$ cat config.mk
export PLATFORM = sky130hd
export DESIGN_NAME = quant_writeback_ctrl
export DESIGN_NICKNAME = d
export VERILOG_FILES = /design/src/rtl/quant_writeback_ctrl.sv
export SDC_FILE = /design/constraint.sdc
export NUM_CORES = 1
export LEC_CHECK = 0
export CORE_ASPECT_RATIO = 2
export CORE_MARGIN = 10
export CORE_UTILIZATION = 40
export CTS_CLUSTER_SIZE = 25
export DETAILED_ROUTE_END_ITERATION = 12
export HOLD_SLACK_MARGIN = 0.03
export PLACE_DENSITY = 0.69
export SYNTH_ARGS = -nofsm -noshare
export SYNTH_HDL_FRONTEND = slang
export SYNTH_SLANG_ARGS = --single-unit
$ cat constraint.sdc
create_clock -name clk -period 15.7 [get_ports clk]
set_input_delay 1.57 -clock clk [delete_from_list [all_inputs] [get_ports clk]]
set_output_delay 1.57 -clock clk [all_outputs]
set_load 0.02 [all_outputs]
$ cat src/rtl/quant_writeback_ctrl.sv
// quant_writeback_ctrl
//
// Accepts signed accumulator rows, clips every lane to the signed
// OUTPUT_DATA_WIDTH range, and writes each quantized row to SRAM as
// WORDS_PER_ROW consecutive words, starting at a job base address.
//
// State table
//   state     | meaning
//   ----------+-------------------------------------------------------
//   S_IDLE    | waiting for start; outputs quiet, sat_count held
//   S_CAPTURE | acc_ready high, waiting for an accumulator row
//   S_WRITE   | one SRAM word per cycle from the row buffer
//   S_DONE    | one-cycle done pulse, then back to S_IDLE
//
// Ports
//   clk, srstn           clock, synchronous active-low reset
//   start                begin a job (sampled only in S_IDLE)
//   base_addr, num_rows  job parameters, latched on start
//   acc_valid/acc_ready  row handshake, acc_data carries the row
//   sram_we/addr/wdata   SRAM write port
//   busy, done           job status
//   sat_count            lanes clipped in the current/last job
module quant_writeback_ctrl #(
    parameter int ARRAY_SIZE        = 16,
    parameter int DATA_WIDTH        = 8,
    parameter int OUTPUT_DATA_WIDTH = 16,
    parameter int SRAM_DATA_WIDTH   = 32,
    parameter int ADDR_WIDTH        = 10
) (
    input  logic                                     clk,
    input  logic                                     srstn,
    input  logic                                     start,
    input  logic [ADDR_WIDTH-1:0]                    base_addr,
    input  logic [7:0]                               num_rows,
    input  logic                                     acc_valid,
    input  logic [ARRAY_SIZE*(2*DATA_WIDTH+5)-1:0]   acc_data,
    output logic                                     acc_ready,
    output logic                                     sram_we,
    output logic [ADDR_WIDTH-1:0]                    sram_addr,
    output logic [SRAM_DATA_WIDTH-1:0]               sram_wdata,
    output logic                                     busy,
    output logic                                     done,
    output logic [15:0]                              sat_count
);

    localparam int ACC_W         = 2*DATA_WIDTH + 5;
    localparam int ROW_W         = ARRAY_SIZE*OUTPUT_DATA_WIDTH;
    localparam int WORDS_PER_ROW = ROW_W/SRAM_DATA_WIDTH;
    localparam int WIDX_W        = (WORDS_PER_ROW > 1) ? $clog2(WORDS_PER_ROW) : 1;
    localparam int CNT_W         = $clog2(ARRAY_SIZE + 1);

    localparam logic [1:0] S_IDLE    = 2'd0;
    localparam logic [1:0] S_CAPTURE = 2'd1;
    localparam logic [1:0] S_WRITE   = 2'd2;
    localparam logic [1:0] S_DONE    = 2'd3;

    // QMIN is the two's complement of QMAX+1, i.e. its bitwise inverse.
    localparam logic signed [ACC_W-1:0] QMAX = ACC_W'((1 << (OUTPUT_DATA_WIDTH-1)) - 1);
    localparam logic signed [ACC_W-1:0] QMIN = ~QMAX;

    logic [1:0]               state;
    logic [ADDR_WIDTH-1:0]    addr_ptr;
    logic [7:0]               rows_total;
    logic [7:0]               rows_done;
    logic [WIDX_W-1:0]        word_idx;
    logic [ROW_W-1:0]         row_buf;

    logic [ROW_W-1:0]         quant_row;
    logic [CNT_W-1:0]         sat_lanes;
    logic signed [ACC_W-1:0]  lane;
    logic [16:0]              sat_sum;
    logic [15:0]              sat_next;
    logic                     last_word;

    // Clip each lane; only strictly out-of-range lanes count as saturated,
    // so a lane already sitting at QMAX/QMIN passes through uncounted.
    always_comb begin
        quant_row = '0;
        sat_lanes = '0;
        lane      = '0;
        for (int i = 0; i < ARRAY_SIZE; i++) begin
            lane = $signed(acc_data[i*ACC_W +: ACC_W]);
            if (lane > QMAX) begin
                quant_row[i*OUTPUT_DATA_WIDTH +: OUTPUT_DATA_WIDTH] = QMAX[OUTPUT_DATA_WIDTH-1:0];
                sat_lanes = sat_lanes + CNT_W'(1);
            end else if (lane < QMIN) begin
                quant_row[i*OUTPUT_DATA_WIDTH +: OUTPUT_DATA_WIDTH] = QMIN[OUTPUT_DATA_WIDTH-1:0];
                sat_lanes = sat_lanes + CNT_W'(1);
            end else begin
                quant_row[i*OUTPUT_DATA_WIDTH +: OUTPUT_DATA_WIDTH] = lane[OUTPUT_DATA_WIDTH-1:0];
            end
        end
    end

    assign sat_sum   = {1'b0, sat_count} + 17'(sat_lanes);
    assign sat_next  = sat_sum[16] ? 16'hFFFF : sat_sum[15:0];
    assign last_word = (word_idx == WIDX_W'(WORDS_PER_ROW - 1));

    always_ff @(posedge clk) begin
        if (!srstn) begin
            state      <= S_IDLE;
            addr_ptr   <= '0;
            rows_total <= '0;
            rows_done  <= '0;
            word_idx   <= '0;
            row_buf    <= '0;
            sat_count  <= '0;
        end else begin
            case (state)
                S_IDLE: begin
                    if (start) begin
                        addr_ptr   <= base_addr;
                        rows_total <= num_rows;
                        rows_done  <= '0;
                        sat_count  <= '0;
                        state      <= (num_rows == 8'd0) ? S_DONE : S_CAPTURE;
                    end
                end
                S_CAPTURE: begin
                    if (acc_valid) begin
                        row_buf   <= quant_row;
                        word_idx  <= '0;
                        sat_count <= sat_next;
                        state     <= S_WRITE;
                    end
                end
                S_WRITE: begin
                    addr_ptr <= addr_ptr + ADDR_WIDTH'(1);
                    word_idx <= word_idx + WIDX_W'(1);
                    if (last_word) begin
                        rows_done <= rows_done + 8'd1;
                        state     <= (rows_done + 8'd1 == rows_total) ? S_DONE : S_CAPTURE;
                    end
                end
                S_DONE: begin
                    state <= S_IDLE;
                end
                default: begin
                    state <= S_IDLE;
                end
            endcase
        end
    end

    // All outputs decode registered state only.
    assign acc_ready = (state == S_CAPTURE);
    assign sram_we   = (state == S_WRITE);
    assign busy      = (state != S_IDLE);
    assign done      = (state == S_DONE);
    assign sram_addr = addr_ptr;

    always_comb begin
        sram_wdata = '0;
        for (int k = 0; k < WORDS_PER_ROW; k++) begin
            if (word_idx == WIDX_W'(k)) begin
                sram_wdata = row_buf[k*SRAM_DATA_WIDTH +: SRAM_DATA_WIDTH];
            end
        end
    end

endmodule
==> impl_results.md, run 1 <==
* Top Family by Delay on Critical Path: compound AO/OA/AOI/OAI gates
* Sw frac at 36.2%
* Utilization after layout at 53.3%
* Initial antenna violation count at 6
* Post-route DRC at 0
* Largest net degree at the start of global routing at 188
* Worst reg-to-reg setup slack at 12.40 ns
* Worst stage delay on the critical path at 0.75 ns
* Distinct cells, synth at 84
* CTS Hold Bufs at 0
* Power share of the combinational group at 43.7%
* Vias per cell at 5.86
* Port Buffer Count at 419
* Multi-input gate area at 10000 sq um
* Register bit total from synthesis at 303
* Worst Setup End Kind: flip-flop
* TritonCTS Sinks at 303
* Synth area leader: dfxtp_1
* Final GP Congestion at 0.939
* Initial DRC count at 1771
* Clock Latency Late Sink at 0.57 ns
* Crit path max fanout at 16
* Reg clk slew, reported paths at 0.07 ns
* Max Root-Sink Buffers at 3
* Outcome: finished, final reports clean
* WL per Instance at 22.0 um
* Setup crit start: acc_data[37]
* Clk_skew at 0.0146 ns
* Cells after Synth at 2281
* Die Span Y at 310 um
* Setup TNS at 0 ns
* TritonCTS buffer count at 29
* Fillers at 4057
* YS warnings at 0
* NetSw at 0.00103 W
* Peak VDD IR at 0.129 mV
* Die Wd at 165 um
* Top cell by count, worst path: ha_1
* Synth-to-layout area growth at 32.2%
* Avg Cell Area, Syn at 7.36 sq um
* Share of layout cells above drive strength 1 at 5.03%
* Final Slew Violations at 0
* Synth top area cells: dfxtp_1, o21ai_0, a21oi_1
* Final period util at 87.6%
* Max-cap violations at 0
* Internal power at 0.00181 W
* Total Routing Usage GR at 25.5%
* Power Density at 128 nW/um^2
* Fin area at 22200 sq um
* Initial Util at 40.3%
* Total power at 0.00284 W
* Syn Nets at 2668
* Setup bufs post-CTS at 0
* Clk pwr share at 26.6%
* Post_cts resized at 0
* Most common flop cell mapped by yosys: dfxtp_1
* Setup violators final at 0
* Async SR Flop Fraction at 0%
* Root Buffer: clkbuf_16
* Sequential Power Share at 29.7%
* RSZ-0062 raised after global routing: false
* Die Footprint at 51000 sq um
* Min-delay src: row_buf[175]$_SDFFE_PN0P_
* Worst Tran Pin Value at 1.35 ns
* Post-synth EDFFs at 0
* Fin crit period at 13.76 ns
* Seq/Total Area, Yosys at 36.2%
* Pre-antenna DRT Iters at 7
* I/O Pins at 420
* Worst R2R Start: state[0]$_SDFFE_PN0P_
* Leakage Power at 8.25 nW
* Nets@finish at 2970
* Share of the synthesized area in the top cell type at 36.2%
* Worst endpoint required time at 16.13 ns
* Top-count cell post-synth: nand2_1
* Vias in the first global route at 18176
* Commonest cells post-synth: nand2_1, o21ai_0, a21oi_1
* WL final at 69.3 mm
* Slowest-stage cell, CP: o21ai_1
* Final Hold Vio Count at 0
* Post-Place Cell Area at 21200 sq um
* Hold crit path type: reg -> reg
* Rows at 106
* Storage element area at 6070 sq um
* CP Launch Type: primary input
* Relative slew slack at 9.96%
* Via count at 18451
* Core area at 41600 sq um
* GRT overflow at 0
* Post-Syn Area at 16800 sq um
* Critical path data arrival time at 14.19 ns
* CTS H-Tree Depth at 1
* Fmax at 0.0727 GHz
* Crit Path Category: in -> reg
* ANT nets after route at 0
* Hpwl dp at 51.3 mm
* TritonCTS clock tree: yes
* First-pass GRT wire length at 103 mm
* Buf/Inv on CP at 6
worst min-delay path, delay by kind of cell, from the launching register on:
kind / cells / cell delay, ns
compound gates: 1 / 0.05
flops: 1 / 0.31
simple gates: 1 / 0.05
path summary, 6_finish.rpt:
path	endpoint	depth (start not counted)
worst min register to register	row_buf[175]$_SDFFE_PN0P_	2
worst max-delay path	sat_count[13]$_SDFFE_PN0P_	56
worst min-delay path	row_buf[175]$_SDFFE_PN0P_	2
worst max register to register	row_buf[57]$_SDFFE_PN0P_	5
final cells by class:
type / instances / area share (%)
timing repair buffer: 434 / 19.5
multi-input combinational: 1791 / 45.1
tap: 540 / 3.05
clock inverter: 15 / 0.863
inverter: 24 / 0.417
clock buffer: 39 / 3.67
antenna: 4 / 0.0451
sequential: 303 / 27.3
power by group through the flow:
stage	clock network, W	logic (W)	registers [W]
after floorplan	0	0.000883	0.000856
final	0.000755	0.00124	0.000843
after global routing	0.000792	0.00135	0.000847
after CTS	0.000767	0.00123	0.000842
after detailed placement	0	0.00123	0.000859
after global placement	0	0.00119	0.000858
flip-flops by register name (all words and copies together) (netlist names):
register    count
sram_addr      10
word_idx        3
rows_total      8
state           2
row_buf       256
rows_done       8
sat_count      16
cells by family (layout without fill, tap and decap cells):
group                    Yosys count  after routing  share of synthesized area (%)
adder cells (fa/ha/maj)           29             29                           2.21
AO/OA/AOI/OAI                    891            891                           30.5
multiplexers                      24             24                           1.49
AND/OR/NAND/NOR                  773            773                           20.0
flip-flops                       303            303                           36.2
other                              0              4                              0
XOR/XNOR                          74             74                           5.26
buffers and inverters            187            512                           4.33
per-stage QoR:
step / setup WS (ns) / std cells / hold slack, ns
6_report: 1.94 / 3150 / 0.455
3_3_place_gp: 1.91 / 3092 / 0.438
2_1_floorplan: 3.50 / 2281 / 0.433
4_1_cts: 2.09 / 3146 / 0.460
3_5_place_dp: 1.53 / 3092 / 0.447
5_1_grt: 1.07 / 3150 / 0.479
routing by layer:
| metal | up-vias | wire (um) | GRT usage [%] |
|---|---|---|---|
| met3 | 150 | 4070 | 3.82 |
| met4 | 4 | 3470 | 12.7 |
| met5 | - | 34 | 0 |
| met2 | 718 | 36600 | 46.8 |
| li1 | 8790 | - | - |
| met1 | 8789 | 25200 | 27.4 |
layout by cell type (no fill, tap or decap), types with 16 or more instances in the layout:
| cell type | n |
|---|---|
| clkdlybuf4s50_1 | 418 |
| nand2_1 | 402 |
| o21ai_0 | 369 |
| a21oi_1 | 314 |
| dfxtp_1 | 303 |
| nor2_1 | 177 |
| nand3_1 | 55 |
| xnor2_1 | 41 |
| o211ai_1 | 37 |
| a221oi_1 | 33 |
| o311ai_0 | 32 |
| clkbuf_16 | 29 |
| ha_1 | 26 |
| and3_1 | 19 |
| inv_1 | 19 |
| nor3_1 | 18 |
| nand4_1 | 18 |
| mux2i_1 | 16 |
| xor2_1 | 16 |
Power figures use the tool's default switching activity.
==> run 2, diff against run 1 <==
CORE_UTILIZATION = 36   (was 40)
PLACE_DENSITY = 0.64   (was 0.69)
==> run 2 against run 1 <==
- clock-buffer cell count rose by 5
- worst setup slack better by 0.082 ns
- maximum frequency is 0.60% higher
- clock power fell by 1%
- flip-flop and latch count did not move
- final cell count up 2.6%
- power fell by 0.49%
- register-to-register slack got worse by 0.13 ns
- cell area rose by 0.41%
- critical endpoint is now sat_count[11]$_SDFFE_PN0P_
- largest cell class unchanged
==> impl_results.md, run 2 (same netlist as run 1, synthesis figures left out) <==
* Final Slew Violations at 0 (unchanged)
* Crit Path Category: in -> reg
* Total power at 0.00282 W (-0.49%)
* NetSw at 0.00102 W (-0.18%)
* Utilization after layout at 48.4% (-4.8 points)
* Fin crit period at 13.68 ns (-0.0824 ns)
* ANT nets after route at 0 (unchanged)
* TritonCTS Sinks at 303 (unchanged)
* Slowest-stage cell, CP: o21ai_1
* Setup TNS at 0 ns (unchanged)
* Top cell by count, worst path: ha_1
* Commonest non-fill, non-tap cell in the layout: clkdlybuf4s50_1
* Internal power at 0.00180 W (-0.66%)
* Initial Util at 36.5% (-3.8 points)
* Max FFs per register at 256 (unchanged)
* Crit path max fanout at 16 (unchanged)
* Vias in the first global route at 18152 (-0.13%)
* WL per Instance at 22.1 um (+0.51%)
* Rows at 111 (+4.7%)
* Worst stage delay on the critical path at 0.79 ns (+0.04 ns)
* TritonCTS clock tree: yes
* I/O Pins at 420 (unchanged)
* Die Footprint at 56200 sq um (+10%)
* CTS H-Tree Depth at 1 (unchanged)
* Final Hold Vio Count at 0 (unchanged)
* Max-cap violations at 0 (unchanged)
* Largest register by flop count: row_buf
* CTS Hold Bufs at 0 (unchanged)
* Final period util at 87.1% (-0.53 points)
* Peak VDD IR at 0.133 mV (+2.8%)
* Hold crit path type: reg -> reg
* Setup bufs post-CTS at 0 (unchanged)
* Root Buffer: clkbuf_16
* Worst Tran Pin Value at 1.23 ns (-0.120 ns)
* Nets@finish at 2972 (+0.067%)
* GRT overflow at 0 (unchanged)
* CP Launch Type: primary input
* RR Endpoint: row_buf[54]$_SDFFE_PN0P_
* Post_cts resized at 0 (unchanged)
* WL final at 71.5 mm (+3.2%)
* Vias per cell at 5.64 (-3.6%)
* Final GP Congestion at 0.894 (-4.9%)
* Clk_skew at 0.0208 ns (+0.00615 ns)
* Pre-antenna DRT Iters at 7 (unchanged)
* Initial antenna violation count at 10 (+4)
* Fmax at 0.0731 GHz (+0.60%)
* Critical path data arrival time at 14.11 ns (-0.08 ns)
* Relative slew slack at 18.0% (+8.0 points)
* Power share of the combinational group at 43.7% (about the same)
* RSZ-0062 raised after global routing: false
* Total Routing Usage GR at 23.7% (-1.8 points)
* Port Buffer Count at 419 (unchanged)
* Max Root-Sink Buffers at 3 (unchanged)
* Worst endpoint required time at 16.14 ns (about the same)
* Die Span Y at 325 um (+5.1%)
* Setup violators final at 0 (unchanged)
* TritonCTS buffer count at 30 (+3.4%)
* Power Density at 127 nW/um^2 (-0.89%)
* Sw frac at 36.3% (+0.11 points)
* Worst reg-to-reg setup slack at 12.27 ns (-0.13 ns)
* Hold path endpoint: row_buf[207]$_SDFFE_PN0P_
* Largest net degree at the start of global routing at 194 (+3.2%)
* Leakage Power at 8.24 nW (about the same)
* Hpwl dp at 53.4 mm (+4.0%)
* Synth-to-layout area growth at 32.7%
* Post-route DRC at 0 (unchanged)
* Outcome: finished, final reports clean
* WHS at 0.451 ns (-0.00421 ns)
* Hold path cells at 2 (unchanged)
* Via count at 18246 (-1.1%)
* Sequential Power Share at 29.9% (+0.2 points)
* Reg clk slew, reported paths at 0.07 ns (about the same)
* Share of layout cells above drive strength 1 at 4.91% (-0.11 points)
* First-pass GRT wire length at 106 mm (+3.7%)
* Min-delay src: row_buf[207]$_SDFFE_PN0P_
* Initial DRC count at 1571 (-11%)
* Reg2reg path depth at 5 (unchanged)
* Die Wd at 173 um (+4.8%)
* Core area at 46000 sq um (+10%)
* Clk pwr share at 26.4% (-0.2 points)
* Worst R2R Start: state[0]$_SDFFE_PN0P_
* Clock Latency Late Sink at 0.59 ns (+0.02 ns)
* Commonest cells after routing, fill and taps aside: clkdlybuf4s50_1, nand2_1, o21ai_0
* Worst Setup End Kind: flip-flop
-- run 2: cell count changes in the layout (fill, tap and decap cells not counted), sizes merged --
cell      delta
clkbuf       +5
diode        +3
inv          -3
bufinv       -2
clkinvlp     -2
buf          +1
-- run 2: how the worst max path moves through the flow --
stage,from,to,slack [ns]
final,acc_data[37],sat_count[11]$_SDFFE_PN0P_,2.02
after global routing,acc_data[37],sat_count[11]$_SDFFE_PN0P_,1.05
after CTS,acc_data[37],sat_count[11]$_SDFFE_PN0P_,2.13
after detailed placement,acc_data[37],sat_count[11]$_SDFFE_PN0P_,1.54
after global placement,acc_data[37],sat_count[11]$_SDFFE_PN0P_,1.88
after floorplan,acc_data[38],sat_count[5]$_SDFFE_PN0P_,3.50
-- run 2: layout make-up --
type,instances,area [sq um]
Multi-Input combinational cell,1791,10000
Clock buffer,44,885
Tap cell,621,777
Fill cell,4623,23700
Inverter,24,92.6
Antenna cell,7,17.5
Clock inverter,8,93.8
Sequential cell,303,6070
Timing Repair Buffer,435,4330
-- run 2: worst max-delay path: cells and delay by family --
family / cells / cell delay, ns
multiplexers: 5 / 1.24
buffers and inverters: 6 / 1.02
AO/OA/AOI/OAI: 16 / 3.65
AND/OR/NAND/NOR: 15 / 2.62
XOR/XNOR: 3 / 0.44
adder cells (fa/ha/maj): 11 / 3.52
-- run 2: layer usage --
metal / vias to the layer above / part of all wire [%] / GRT usage [%]
met2: 705 / 53 / 44.3
met1: 8625 / 37 / 25.1
met4: 6 / 4.8 / 11.8
met5: - / 0.050 / 0
li1: 8774 / - / -
met3: 136 / 5.5 / 3.72
-- run 2: power groups by stage --
stage	sequential (W)	combinational, W	clock, W
after floorplan	0.000856	0.000883	0
after global placement	0.000859	0.00119	0
after detailed placement	0.000860	0.00122	0
after CTS	0.000843	0.00123	0.000756
after global routing	0.000849	0.00134	0.000779
final	0.000844	0.00124	0.000744
-- run 2: per-stage QoR --
stage	setup slack (ns)	cell area, sq um	instances
floorplan	3.50	16800	2281
global placement	1.88	21300	3174
detailed placement	1.54	21300	3174
CTS	2.13	22300	3226
global route	1.05	22300	3233
finish	2.02	22300	3233
==> run 3, diff against run 2 <==
--- a/config.mk
+++ b/config.mk
@@ -13,4 +13,5 @@
 export HOLD_SLACK_MARGIN = 0.03
 export PLACE_DENSITY = 0.64
+export RECOVER_POWER = 50
 export SYNTH_ARGS = -nofsm -noshare
 export SYNTH_HDL_FRONTEND = slang
==> constraint.sdc (replaced) <==
create_clock -name clk -period 15.7 [get_ports clk]
set_input_delay 3.14 -clock clk [delete_from_list [all_inputs] [get_ports clk]]
set_output_delay 3.14 -clock clk [all_outputs]
set_load 0.02 [all_outputs]
==> run 3 against run 2 <==
- the run now ends with capacitance limit, slew limit left
- cell area decreased by 0.25%
- largest power group unchanged
- maximum frequency decreased by 8.0%
- non-clock buffer count increased by 2
- flip-flop and latch count unchanged
- critical path type unchanged
==> impl_results.md, run 3 (same netlist as run 1, synthesis figures left out) <==
* Worst R2R Start: state[0]$_SDFFE_PN0P_
* Worst Setup End Kind: flip-flop
* Top Family by Delay on Critical Path: simple AND/OR/NAND/NOR gates
* Crit Path Category: in -> reg
* Reg2reg path depth at 5 (unchanged)
* Worst Tran Pin Value at 3.91 ns (+2.68 ns)
* Worst reg-to-reg setup slack at 12.37 ns (+0.10 ns)
* CTS Hold Bufs at 0 (unchanged)
* Die Span Y at 325 um (unchanged)
* CTS H-Tree Depth at 1 (unchanged)
* Slowest-stage cell, CP: clkdlybuf4s50_1
* Synth-to-layout area growth at 32.4%
* Port Buffer Count at 419 (unchanged)
* Share of layout cells above drive strength 1 at 4.95% (+0.036 points)
* Violated checks: capacitance limit, slew limit
* Setup bufs post-CTS at 0 (unchanged)
* Initial antenna violation count at 6 (-4)
* RR Endpoint: row_buf[50]$_SDFFE_PN0P_
* RSZ-0062 raised after global routing: false
* WL per Instance at 22.0 um (-0.50%)
* Root Buffer: clkbuf_16
* Vias in the first global route at 18028 (-0.68%)
* Pre-antenna DRT Iters at 6 (-1)
* Die Footprint at 56200 sq um (unchanged)
* Max-cap violations at 2 (+2)
* Initial DRC count at 1573 (+0.13%)
* Hpwl dp at 53.2 mm (-0.24%)
* ANT nets after route at 0 (unchanged)
* Max Root-Sink Buffers at 3 (unchanged)
* First-pass GRT wire length at 107 mm (+0.34%)
* Nets@finish at 2973 (+0.034%)
* Clk_skew at 0.0340 ns (+0.0132 ns)
* Largest net degree at the start of global routing at 202 (+4.1%)
* Worst stage delay on the critical path at 0.51 ns (-0.28 ns)
* TritonCTS buffer count at 29 (-3.3%)
* Clock Latency Late Sink at 0.59 ns (about the same)
* Die Wd at 173 um (unchanged)
* Relative slew slack at -161% (-180 points)
* Post_cts resized at 0 (unchanged)
* Peak VDD IR at 0.122 mV (-8.0%)
* Total Routing Usage GR at 23.8% (+0.096 points)
* Hold crit path type: reg -> reg
* Setup TNS at 0 ns (unchanged)
* Final GP Congestion at 0.895 (+0.19%)
* CP Launch Type: primary input
* Fmax at 0.0673 GHz (-8.0%)
* Initial Util at 36.5% (unchanged)
* I/O Pins at 420 (unchanged)
* Max FFs per register at 256 (unchanged)
* Commonest cells after routing, fill and taps aside: nand2_1, clkdlybuf4s50_1, o21ai_0
* Crit path max fanout at 8 (-8)
* Commonest non-fill, non-tap cell in the layout: nand2_1
* Largest register by flop count: row_buf
* Setup crit start: acc_data[20]
* Post-route DRC at 0 (unchanged)
* Worst endpoint required time at 16.21 ns (+0.07 ns)
* Via count at 18128 (-0.65%)
* Buf/Inv on CP at 6 (unchanged)
* Outcome: finished, violations left
* Core area at 46000 sq um (unchanged)
* Top cell by count, worst path: ha_1
* TritonCTS clock tree: yes
* Utilization after layout at 48.3% (-0.12 points)
* Final Hold Vio Count at 0 (unchanged)
* Setup violators final at 0 (unchanged)
* Final Slew Violations at 183 (+183)
* Final period util at 94.7% (+7.6 points)
* Crit path to: sat_count[13]$_SDFFE_PN0P_
* Fin crit period at 14.86 ns (+1.19 ns)
* Levels on crit path at 59 (+5.4%)
* Rows at 111 (unchanged)
* Critical path data arrival time at 15.38 ns (+1.27 ns)
* GRT overflow at 0 (unchanged)
* WL final at 71.1 mm (-0.60%)
* Vias per cell at 5.61 (-0.55%)
* Reg clk slew, reported paths at 0.06 ns (about the same)
* TritonCTS Sinks at 303 (unchanged)
* Power Density at 125 nW/um^2 (-1.1%)
* Leakage Power at 8.30 nW (+0.61%)
## run 3: power breakdown
part / internal (W) / total (W) / switching, W / leakage, nW
Combinational: 0.000562 / 0.00123 / 0.000667 / 5.38
Sequential: 0.000817 / 0.000844 / 0.0000266 / 2.47
Clock: 0.000393 / 0.000712 / 0.000319 / 0.450
Total: 0.00177 / 0.00279 / 0.00101 / 8.30
## run 3: worst min path at each step
| stage | startpoint | endpoint | slack (ns) | depth (start not counted) |
|---|---|---|---|---|
| 2_1_floorplan | row_buf[143]$_SDFFE_PN0P_ | row_buf[143]$_SDFFE_PN0P_ | 0.43 | 2 |
| 5_1_grt | row_buf[255]$_SDFFE_PN0P_ | row_buf[255]$_SDFFE_PN0P_ | 0.48 | 2 |
| 3_5_place_dp | row_buf[223]$_SDFFE_PN0P_ | row_buf[223]$_SDFFE_PN0P_ | 0.45 | 2 |
| 6_report | row_buf[223]$_SDFFE_PN0P_ | row_buf[223]$_SDFFE_PN0P_ | 0.45 | 2 |
| 4_1_cts | row_buf[223]$_SDFFE_PN0P_ | row_buf[223]$_SDFFE_PN0P_ | 0.45 | 2 |
| 3_3_place_gp | row_buf[223]$_SDFFE_PN0P_ | row_buf[223]$_SDFFE_PN0P_ | 0.44 | 2 |
## run 3: worst min-delay path: stages (launching register included)
cell and delay (ns):
dfxtp_1 0.30, nand2_1 0.05, a21oi_1 0.05
## run 3: final cells by class
cell class                      count  area, sq um
Fill cell                        4613        23800
Multi-Input combinational cell   1791        10000
Sequential cell                   303         6070
Timing Repair Buffer              437         4330
Tap cell                          621          777
Clock buffer                       36          762
Clock inverter                     15          161
Inverter                           24         92.6
Antenna cell                        3         7.51
## run 3: per-stage QoR
| stage | std cells | power (W) | instance area, sq um | hold WS (ns) | worst slack (ns) |
|---|---|---|---|---|---|
| final | 3230 | 0.00279 | 22200 | 0.453 | 0.837 |
| after global routing | 3230 | 0.00295 | 22200 | 0.476 | 0.00896 |
| after CTS | 3227 | 0.00280 | 22200 | 0.454 | 0.771 |
| after detailed placement | 3176 | 0.00208 | 21300 | 0.446 | 0.186 |
| after global placement | 3176 | 0.00205 | 21300 | 0.439 | 0.600 |
| after floorplan | 2281 | 0.00174 | 16800 | 0.433 | 1.93 |
## run 3: routing by layer
layer  global-route usage [%]  part of all wire, %  wire [um]  vias up
met5                        0                0.072         51        -
li1                         -                    -          -     8762
met2                     44.8                   53      38000      677
met3                     3.96                  5.8       4140      106
met1                     25.7                   37      26100     8577
met4                     9.41                  3.9       2750        6
